$ cat config.mk
export PLATFORM = sky130hd
export DESIGN_NAME = clock_mode_ctrl
export DESIGN_NICKNAME = d
export VERILOG_FILES = /design/src/rtl/clock_mode_ctrl.sv
export SDC_FILE = /design/constraint.sdc
export NUM_CORES = 1
export LEC_CHECK = 0
export CAP_MARGIN = 25
export CORE_UTILIZATION = 53
export CTS_BUF_LIST = sky130_fd_sc_hd__clkbuf_2
export CTS_CLUSTER_SIZE = 24
export DETAILED_ROUTE_END_ITERATION = 10
export GPL_ROUTABILITY_DRIVEN = 0
export HOLD_SLACK_MARGIN = 0.15
export PLACE_DENSITY_LB_ADDON = 0.1
export SLEW_MARGIN = 20
export SYNTH_ARGS = -nofsm -noshare
export SYNTH_HDL_FRONTEND = slang
export SYNTH_SLANG_ARGS = --single-unit
$ cat constraint.sdc
create_clock -name clk -period 2.2 [get_ports clk]
set_input_delay 0.22 -clock clk [delete_from_list [all_inputs] [get_ports clk]]
set_output_delay 0.22 -clock clk [all_outputs]
set_load 0.01 [all_outputs]
$ cat src/rtl/clock_mode_ctrl.sv
// clock_mode_ctrl: run/set/alarm-edit mode FSM, alarm time registers, alarm match and ring timer for a 24h clock.
// Latency: all outputs registered; increment strobes appear in the cycle after the press cycle.
// Backpressure: none; button levels and tick_1hz are sampled every cycle and never stalled.
module clock_mode_ctrl #(
    parameter int TIMEOUT_S    = 30,
    parameter int RING_SECONDS = 60
) (
    input  logic       clk,
    input  logic       rst,
    input  logic       tick_1hz,
    input  logic       btn_mode,
    input  logic       btn_inc,
    input  logic       btn_alarm,
    input  logic [7:0] cur_hour,
    input  logic [7:0] cur_min,
    input  logic [7:0] cur_sec,
    output logic       run_en,
    output logic       inc_hour,
    output logic       inc_min,
    output logic       clr_sec,
    output logic [7:0] alm_hour,
    output logic [7:0] alm_min,
    output logic       alarm_en,
    output logic       ringing,
    output logic       disp_alarm,
    output logic [2:0] blink_mask,
    output logic [2:0] state
);

    typedef enum logic [2:0] {
        RUN      = 3'd0,
        SET_HOUR = 3'd1,
        SET_MIN  = 3'd2,
        SET_SEC  = 3'd3,
        ALM_HOUR = 3'd4,
        ALM_MIN  = 3'd5
    } state_t;

    // Terminal counts: the event fires on the tick that would make the count reach the parameter.
    localparam logic [7:0] TO_LAST   = 8'(TIMEOUT_S - 1);
    localparam logic [7:0] RING_LAST = 8'(RING_SECONDS - 1);

    state_t     st;
    state_t     state_nxt;
    logic       prev_mode;
    logic       prev_inc;
    logic       prev_alarm;
    logic [7:0] to_cnt;
    logic [7:0] to_nxt;
    logic [7:0] ring_cnt;
    logic       blink_phase;
    logic       phase_nxt;
    logic       match_d;

    logic press_mode;
    logic press_inc;
    logic press_alarm;
    logic any_press;
    logic ring_hold;
    logic act_mode;
    logic act_inc;
    logic act_alarm;
    logic tick_edit;
    logic timeout_hit;
    logic state_chg;
    logic match;
    logic clear_ring;

    assign state = st;

    // BCD +1 with wrap from 'last' back to 00.
    function automatic logic [7:0] bcd_inc(input logic [7:0] v, input logic [7:0] last);
        if (v == last)
            return 8'h00;
        else if (v[3:0] == 4'd9)
            return {v[7:4] + 4'd1, 4'd0};
        else
            return {v[7:4], v[3:0] + 4'd1};
    endfunction

    // Which {hour, min, sec} digit pair is being edited in a given state.
    function automatic logic [2:0] field_of(input state_t s);
        case (s)
            SET_HOUR, ALM_HOUR: return 3'b100;
            SET_MIN,  ALM_MIN:  return 3'b010;
            SET_SEC:            return 3'b001;
            default:            return 3'b000;
        endcase
    endfunction

    // Press detection, press arbitration, next state, timeout and blink bookkeeping.
    always_comb begin
        press_mode  = btn_mode  & ~prev_mode;
        press_inc   = btn_inc   & ~prev_inc;
        press_alarm = btn_alarm & ~prev_alarm;
        any_press   = press_mode | press_inc | press_alarm;

        // While ringing, a press is consumed purely as "silence".
        ring_hold = ringing & any_press;
        act_mode  = press_mode & ~ring_hold;
        act_inc   = press_inc & ~press_mode & ~ring_hold;
        act_alarm = press_alarm & ~ring_hold;

        tick_edit   = tick_1hz & (st != RUN);
        timeout_hit = tick_edit & (to_cnt == TO_LAST) & ~any_press;

        state_nxt = st;
        case (st)
            RUN:      if (act_mode) state_nxt = SET_HOUR;
            SET_HOUR: if (act_mode) state_nxt = SET_MIN;  else if (timeout_hit) state_nxt = RUN;
            SET_MIN:  if (act_mode) state_nxt = SET_SEC;  else if (timeout_hit) state_nxt = RUN;
            SET_SEC:  if (act_mode) state_nxt = ALM_HOUR; else if (timeout_hit) state_nxt = RUN;
            ALM_HOUR: if (act_mode) state_nxt = ALM_MIN;  else if (timeout_hit) state_nxt = RUN;
            ALM_MIN:  if (act_mode | timeout_hit) state_nxt = RUN;
            default:  state_nxt = RUN;
        endcase
        state_chg = (state_nxt != st);

        if (any_press | state_chg)
            to_nxt = 8'd0;
        else if (tick_edit)
            to_nxt = to_cnt + 8'd1;
        else
            to_nxt = to_cnt;

        if (state_chg)
            phase_nxt = 1'b1;
        else if (tick_1hz)
            phase_nxt = ~blink_phase;
        else
            phase_nxt = blink_phase;

        match = (st == RUN) & alarm_en & (cur_hour == alm_hour) & (cur_min == alm_min)
              & (cur_sec == 8'h00);

        // Disarming or leaving RUN always beats a fresh match edge.
        clear_ring = ring_hold | (act_alarm & alarm_en) | (state_nxt != RUN);
    end

    // Mode FSM with registered outputs, alarm registers and ring timer.
    always_ff @(posedge clk or posedge rst) begin
        if (rst) begin
            st          <= RUN;
            prev_mode   <= 1'b1;
            prev_inc    <= 1'b1;
            prev_alarm  <= 1'b1;
            to_cnt      <= 8'd0;
            ring_cnt    <= 8'd0;
            blink_phase <= 1'b1;
            match_d     <= 1'b0;
            run_en      <= 1'b1;
            inc_hour    <= 1'b0;
            inc_min     <= 1'b0;
            clr_sec     <= 1'b0;
            alm_hour    <= 8'h07;
            alm_min     <= 8'h00;
            alarm_en    <= 1'b0;
            ringing     <= 1'b0;
            disp_alarm  <= 1'b0;
            blink_mask  <= 3'b000;
        end else begin
            st          <= state_nxt;
            prev_mode   <= btn_mode;
            prev_inc    <= btn_inc;
            prev_alarm  <= btn_alarm;
            to_cnt      <= to_nxt;
            blink_phase <= phase_nxt;
            match_d     <= match;

            run_en     <= (state_nxt == RUN);
            disp_alarm <= (state_nxt == ALM_HOUR) | (state_nxt == ALM_MIN);
            blink_mask <= field_of(state_nxt) & {3{~phase_nxt}};

            inc_hour <= act_inc & (st == SET_HOUR);
            inc_min  <= act_inc & (st == SET_MIN);
            clr_sec  <= act_inc & (st == SET_SEC);

            if (act_inc && st == ALM_HOUR)
                alm_hour <= bcd_inc(alm_hour, 8'h23);
            if (act_inc && st == ALM_MIN)
                alm_min <= bcd_inc(alm_min, 8'h59);

            if (act_alarm)
                alarm_en <= ~alarm_en;

            if (clear_ring) begin
                ringing <= 1'b0;
            end else if (match & ~match_d) begin
                ringing  <= 1'b1;
                ring_cnt <= 8'd0;
            end else if (ringing & tick_1hz) begin
                if (ring_cnt == RING_LAST)
                    ringing <= 1'b0;
                else
                    ring_cnt <= ring_cnt + 8'd1;
            end
        end
    end

endmodule

Word-level counts from Yosys, hierarchy flattened
Cells that the tools add are included.
{"block": "totals", "inputBits": 30, "output_inout_bits": 29, "ff_bits": 50}
{"block": "op_classes", "n_addsub": 6, "bitwise": 40, "reduce_logical": 19, "muxes": 24, "n_eq_ne": 20}
{"cell": "two-way mux 8 bit", "count": 9}
{"cell": "bitwise AND 1 bit", "count": 21}
{"cell": "two-way mux 3 bit", "count": 7}
{"cell": "case mux 3 bit (6 select lines)", "count": 1}
{"cell": "adder 4 x 1 -> 4 bit, second input constant", "count": 4}
{"cell": "adder 8 x 1 -> 8 bit, second input constant", "count": 2}
{"cell": "== test 8 x 6 -> 1 bit, second input constant", "count": 2}
{"cell": "== test 8 bit", "count": 2}
{"cell": "== test 3 x 2 -> 1 bit, second input constant", "count": 4}
{"cell": "== test 3 bit, second input constant", "count": 4}
{"cell": "nonzero test 3 bit", "count": 4}
{"cell": "NOT 1 bit", "count": 11}
{"cell": "case mux 3 bit (3 select lines)", "count": 1}
{"cell": "== test 4 bit, second input constant", "count": 2}
{"cell": "== test 8 x 5 -> 1 bit, second input constant", "count": 1}
{"cell": "== test 8 x 7 -> 1 bit, second input constant", "count": 1}
{"cell": "zero test 8 bit", "count": 1}
{"cell": "nonzero test 2 bit", "count": 4}
{"cell": "OR 1 bit", "count": 7}
{"cell": "== test 3 x 1 -> 1 bit, second input constant", "count": 2}
{"cell": "zero test 3 bit", "count": 2}
{"cell": "two-way mux 1 bit", "count": 6}
{"cell": "AND reduction 2 bit", "count": 3}
{"cell": "OR reduction 2 bit", "count": 2}
{"cell": "other kinds (5)", "count": 6}

Logic depth before layout (Yosys ltp)
{"block": "logic_depth", "word_depth": 14, "mapped_depth": 8, "depth_no_buf": 7}

Worst setup path after synthesis
No wires, ideal clock.
{"block": "synth_timing", "path_kind": "register to register", "startpoint": "register alm_hour[2]", "endpoint": "register ring_cnt[3]", "path_slack_ns": 0.122, "stages_incl_launch_ff": 9, "arrival_time_ns": 1.956, "synth_period_minus_slack_ns": 2.078, "setup_ns": 0.121, "path_cell_list": "dfstp_2 clkbuf_1 xor2_1 nor4_2 nand4b_2 nor4_4 nor2b_4 buf_6 a32o_2"}
{"block": "synth_via", "elab_chain_cells": 7}
{"element": "start, declared", "line_no": "21", "source": "output logic [7:0] alm_hour,"}
{"element": "start signal, assigned", "line_no": "179", "source": "alm_hour <= bcd_inc(alm_hour, 8'h23);"}
{"element": "== test 8 bit *", "line_no": "133", "source": "match = (st == RUN) & alarm_en & (cur_hour == alm_hour) & (cur_min == alm_min)"}
{"element": "bitwise AND 1 bit * (2 in a row)", "line_no": "133"}
{"element": "bitwise AND 1 bit *", "line_no": "134", "source": "& (cur_sec == 8'h00);"}
{"element": "bitwise AND 1 bit *", "line_no": "188", "source": "end else if (match & ~match_d) begin"}
{"element": "inequality test 2 bit (no line) / nonzero test 2 bit (equally long branches)"}
{"element": "AND reduction 3 bit (no line)"}
{"element": "end signal, assigned", "line_no": "195", "source": "ring_cnt <= ring_cnt + 8'd1;"}
{"element": "end, declared", "line_no": "50", "source": "logic [7:0] ring_cnt;"}
Mark *: on every way between the ends. The rest lies on a longest branch, timed or not.
A chain may end at the register's enable or synchronous reset.

Worst setup path after layout
{"block": "layout_timing", "startpoint": "register to_cnt[1]", "endpoint": "register ring_cnt[1]"}
{"block": "layout_via", "elab_chain_cells": 10}
{"element": "start, declared", "line_no": "48", "source": "logic [7:0] to_cnt;"}
{"element": "start signal, assigned", "line_no": "166", "source": "to_cnt <= to_nxt;"}
{"element": "== test 8 x 5 -> 1 bit *", "line_no": "105", "source": "timeout_hit = tick_edit & (to_cnt == TO_LAST) & ~any_press;"}
{"element": "bitwise AND 1 bit * (2 in a row)", "line_no": "105"}
{"element": "OR 1 bit / two-way mux 3 bit (equally long branches)"}
{"element": "two-way mux 3 bit (on tied branches)"}
{"element": "case mux 3 bit (6 select lines) *", "line_no": "108", "source": "case (st)"}
{"element": "nonzero test 3 bit *", "line_no": "137", "source": "clear_ring = ring_hold | (act_alarm & alarm_en) | (state_nxt != RUN);"}
{"element": "OR 1 bit *", "line_no": "137"}
{"element": "NOT 1 bit (no line) *"}
{"element": "AND reduction 3 bit (no line) *"}
Marked as above.

==> impl_summary.txt <==
----------------------------------------------------
[Synthesis]
  Total nets after synthesis ... 331
  Count of warnings emitted by yosys ... 0
  Fraction of synthesis flops using an asynchronous set or reset pin ... 1.00
  Sequential share of the synthesized area ... 0.442
  Instance count of the mapped netlist ... 290
  Avg Inst Size Synth ... 9.85 um^2
  Cell area after technology mapping ... 2860 um^2
  Most used flip-flop cell after synthesis ... sky130_fd_sc_hd__dfrtp_1
  Flop and latch count out of synthesis ... 50
  Cell type with the largest total area after synthesis ... sky130_fd_sc_hd__dfrtp_1
  Main area contributors after synthesis ... sky130_fd_sc_hd__dfrtp_1, sky130_fd_sc_hd__dfstp_2, sky130_fd_sc_hd__xor2_1, sky130_fd_sc_hd__ha_1, sky130_fd_sc_hd__nor2_1
  Number of different library cells in the post-synthesis netlist ... 53
  Count leader, synth ... sky130_fd_sc_hd__dfrtp_1
  Top cells by count, synth ... sky130_fd_sc_hd__dfrtp_1, sky130_fd_sc_hd__nor2_1, sky130_fd_sc_hd__nand2_1, sky130_fd_sc_hd__xor2_1, sky130_fd_sc_hd__o21ai_0
  Count of flip-flops with a built-in enable after synthesis ... 0
  Post-synth top area share ... 0.368

[Power]
  Cell area power density ... 702 nW/um^2
  Worst ir drop on vdd ... 0.000495 V
  Cell-internal power ... 1.69 mW
  Switching power ... 939 uW
  Logic pwr share ... 0.391
  Portion of total power attributed to the clock network ... 0.147
  Leakage power summed over all cells ... 1.66 nW
  Total power ... 2.63 mW
  Seq pwr share ... 0.461
  Switching part of the total power ... 0.357

[CTS]
  CTS tree ... yes
  Clock transition at path regs ... 270 ps
  Root buf cell ... sky130_fd_sc_hd__clkbuf_2
  Clock H-tree levels ... 2
  Number of CTS-inserted buffers ... 5
  Clock tree buffer depth ... 2
  Clock network latency to the later pin of the worst-skew pair ... 440 ps
  Sink Count ... 50

[Drt]
  Total vias in the final route ... 2494
  Via density ... 5.57
  Drt initial violations ... 144
  DRT Wirelength ... 6.58 mm
  Router iterations before antenna repair ... 4
  DRC violations left ... 0
  Routed Antenna Nets ... 0
  Routed length per instance ... 14.7 um

[Setup path]
  Category of the worst setup path capture point ... flip-flop
  Critical path arrival ... 2490 ps
  Crit path required time ... 2610 ps
  Setup CP Type ... reg2reg
  Critical path peak fanout ... 8
  CP startpoint kind ... flip-flop

[Place]
  Placed Instance Area ... 3690 um^2
  Number of I/O port buffers ... 58
  HPWL Detailed ... 5.15 mm

[Layout]
  Sequential cell area ... 1260 um^2
  Area added between synthesis and finish ... 31.1%
  Total Nets Final ... 418
  Fill cell instance count of the final layout ... 425
  Footprint of the multi-input gates ... 1510 um^2
  Layout cells sized above 1 ... 0.177
  Number of diodes ... 0
  Final design utilization ... 0.728
  Total non-filler cell area in the finished layout ... 3740 um^2

[Floorplan]
  Initial standard-cell utilization of the core ... 0.556
  Horizontal extent of the die ... 75.4 um
  Die Footprint ... 5680 um^2
  Die height ... 75.4 um
  Core box area ... 5140 um^2
  Top-Level Pins ... 59
  Std cell rows ... 26

[Global route]
  Vias in the first global route ... 2426
  Antenna violations before repair ... 0
  Global-route wire length before repair ... 11.0 mm
  Maximum number of pins on one net before global-route repair ... 22
  Global Route Usage Sum ... 0.257
  Congestion Overflow GR ... 0

[Worst hold path]
  Classification of the worst-slack hold path ... in2reg

[Timing]
  Transition time at the pin with the least slew margin ... 473 ps
  Setup violation total in the final timing report ... 0
  Relative slew margins ... 0.681
  Max-slew violation total from the final report ... 0
  Final Skew ... 26.0 ps
  Clock period minus worst slack ... 2080 ps
  Setup repair after global routing missed its margin ... no
  Number of failing hold endpoints at the final stage ... 0
  Final period utilization ... 0.943
  Maximum clock rate ... 482 MHz

[Job]
  Number of violations of the max-capacitance limit ... 0

[Status]
  Result of the run ... finished clean

----------------------------------------------------
-- cells in the final DEF, fill, tap and decap left out, types with 4 or more instances in the layout --
| cell type | netlist | routed |
|---|---|---|
| sky130_fd_sc_hd__a22o_1 | 4 | 4 |
| sky130_fd_sc_hd__nor2b_1 | 5 | 5 |
| sky130_fd_sc_hd__inv_1 | 11 | 10 |
| sky130_fd_sc_hd__dfrtp_1 | 42 | 41 |
| sky130_fd_sc_hd__or3_1 | 6 | 6 |
| sky130_fd_sc_hd__ha_1 | 11 | 11 |
| sky130_fd_sc_hd__nor3_1 | 12 | 12 |
| sky130_fd_sc_hd__nor4_1 | 4 | 4 |
| sky130_fd_sc_hd__o21ai_1 | 6 | 6 |
| sky130_fd_sc_hd__nand2_1 | 24 | 24 |
| sky130_fd_sc_hd__nand3_1 | 11 | 11 |
| sky130_fd_sc_hd__xor2_1 | 23 | 23 |
| sky130_fd_sc_hd__a21oi_1 | 10 | 10 |
| sky130_fd_sc_hd__o21ai_0 | 15 | 15 |
| sky130_fd_sc_hd__nand2b_1 | 7 | 7 |
| sky130_fd_sc_hd__o22ai_1 | 5 | 5 |
| sky130_fd_sc_hd__dfstp_2 | 8 | 8 |
| sky130_fd_sc_hd__and3_1 | 4 | 4 |
| sky130_fd_sc_hd__clkdlybuf4s50_1 | 0 | 58 |
| sky130_fd_sc_hd__xnor2_1 | 4 | 4 |
| sky130_fd_sc_hd__buf_4 | 0 | 28 |
| sky130_fd_sc_hd__clkbuf_2 | 0 | 7 |
| sky130_fd_sc_hd__nor2_1 | 27 | 27 |
-- metrics by stage --
stage	TNS [ps]	worst slack (ps)	std cells	hold WS (ps)
after detailed placement	-316	-53.3	439	515
after floorplan	0	122	290	224
after global placement	-30.3	-21.7	439	500
after global routing	0	4.79	448	166
after CTS	0	90.6	448	175
final	0	124	448	200
-- registers in the layout, indices dropped and copies added, names as in the netlist --
register / cells
alarm_en: 1
alm_hour: 8
alm_min: 8
blink_mask: 3
blink_phase: 1
clr_sec: 1
disp_alarm: 1
inc_hour: 1
inc_min: 1
match_d: 1
prev_alarm: 1
prev_inc: 1
prev_mode: 1
ring_cnt: 8
ringing: 1
run_en: 1
state: 3
to_cnt: 8
-- path summary, 6_finish.rpt --
kind	startpoint	end	slack, ps	cells past startpoint
max	to_cnt[1]$_DFFE_PP0P_	ring_cnt[1]$_DFFE_PP0P_	120	7
max reg2reg	to_cnt[1]$_DFFE_PP0P_	ring_cnt[1]$_DFFE_PP0P_	120	7
min reg2reg	state[2]$_DFF_PP0_	inc_hour$_DFF_PP0_	550	1
max in group asynchronous	rst	prev_inc$_DFF_PP1_	900	4
min in group asynchronous	rst	alm_hour[7]$_DFFE_PP0P_	620	3
min	btn_alarm	prev_alarm$_DFF_PP1_	200	1
-- power by group through the flow --
stage	logic [mW]	registers, mW	clock network, mW
floorplan	0.522	1.26	0
global placement	1.00	1.22	0
detailed placement	1.03	1.23	0
CTS	1.04	1.21	0.396
global route	1.13	1.23	0.428
finish	1.03	1.21	0.388
-- worst max-delay path: stages (launching register included) --
cell and delay, ps:
sky130_fd_sc_hd__dfrtp_2 500, sky130_fd_sc_hd__inv_1 70, sky130_fd_sc_hd__ha_1 120, sky130_fd_sc_hd__or4b_4 470
sky130_fd_sc_hd__nor3_4 210, sky130_fd_sc_hd__o211a_4 230, sky130_fd_sc_hd__nor2b_4 270, sky130_fd_sc_hd__a32o_2 200
-- what timing repair did --
| action | CTS | global route |
|---|---|---|
| endpoints found under the setup margin | 0 | 4 |
| hold buffers | 1 | 0 |
| resized for setup | 0 | 1 |
| buffers inserted | 0 | 0 |
| hold endpoints to repair | 16 | 0 |
-- cell type report --
class                      count  share of cell area
clock buffer                   7             0.00936
clock inverter                 1             0.00201
inverter                      11              0.0110
multi-input combinational    222               0.403
sequential                    50               0.337
tap                           70              0.0234
timing repair buffer          87               0.214
-- cells by family (layout without fill, tap and decap cells) --
family / after synthesis / in the layout / share of synthesized area
buffers and inverters: 18 / 106 / 0.0298
AND/OR/NAND/NOR: 130 / 130 / 0.275
AO/OA/AOI/OAI: 53 / 53 / 0.119
flip-flops: 50 / 50 / 0.442
XOR/XNOR: 27 / 27 / 0.0828
adder cells (fa/ha/maj): 11 / 11 / 0.0482
multiplexers: 1 / 1 / 0.00394
-- layer usage --
| metal | GRT usage | up-vias | routed length (um) |
|---|---|---|---|
| met2 | 0.426 | 47 | 3190 |
| met4 | 0.0658 | 0 | 48 |
| met1 | 0.353 | 1242 | 3130 |
| li1 | - | 1201 | - |
| met5 | 0 | - | 0 |
| met3 | 0.0397 | 4 | 207 |
(Power assumes the default switching activity.)
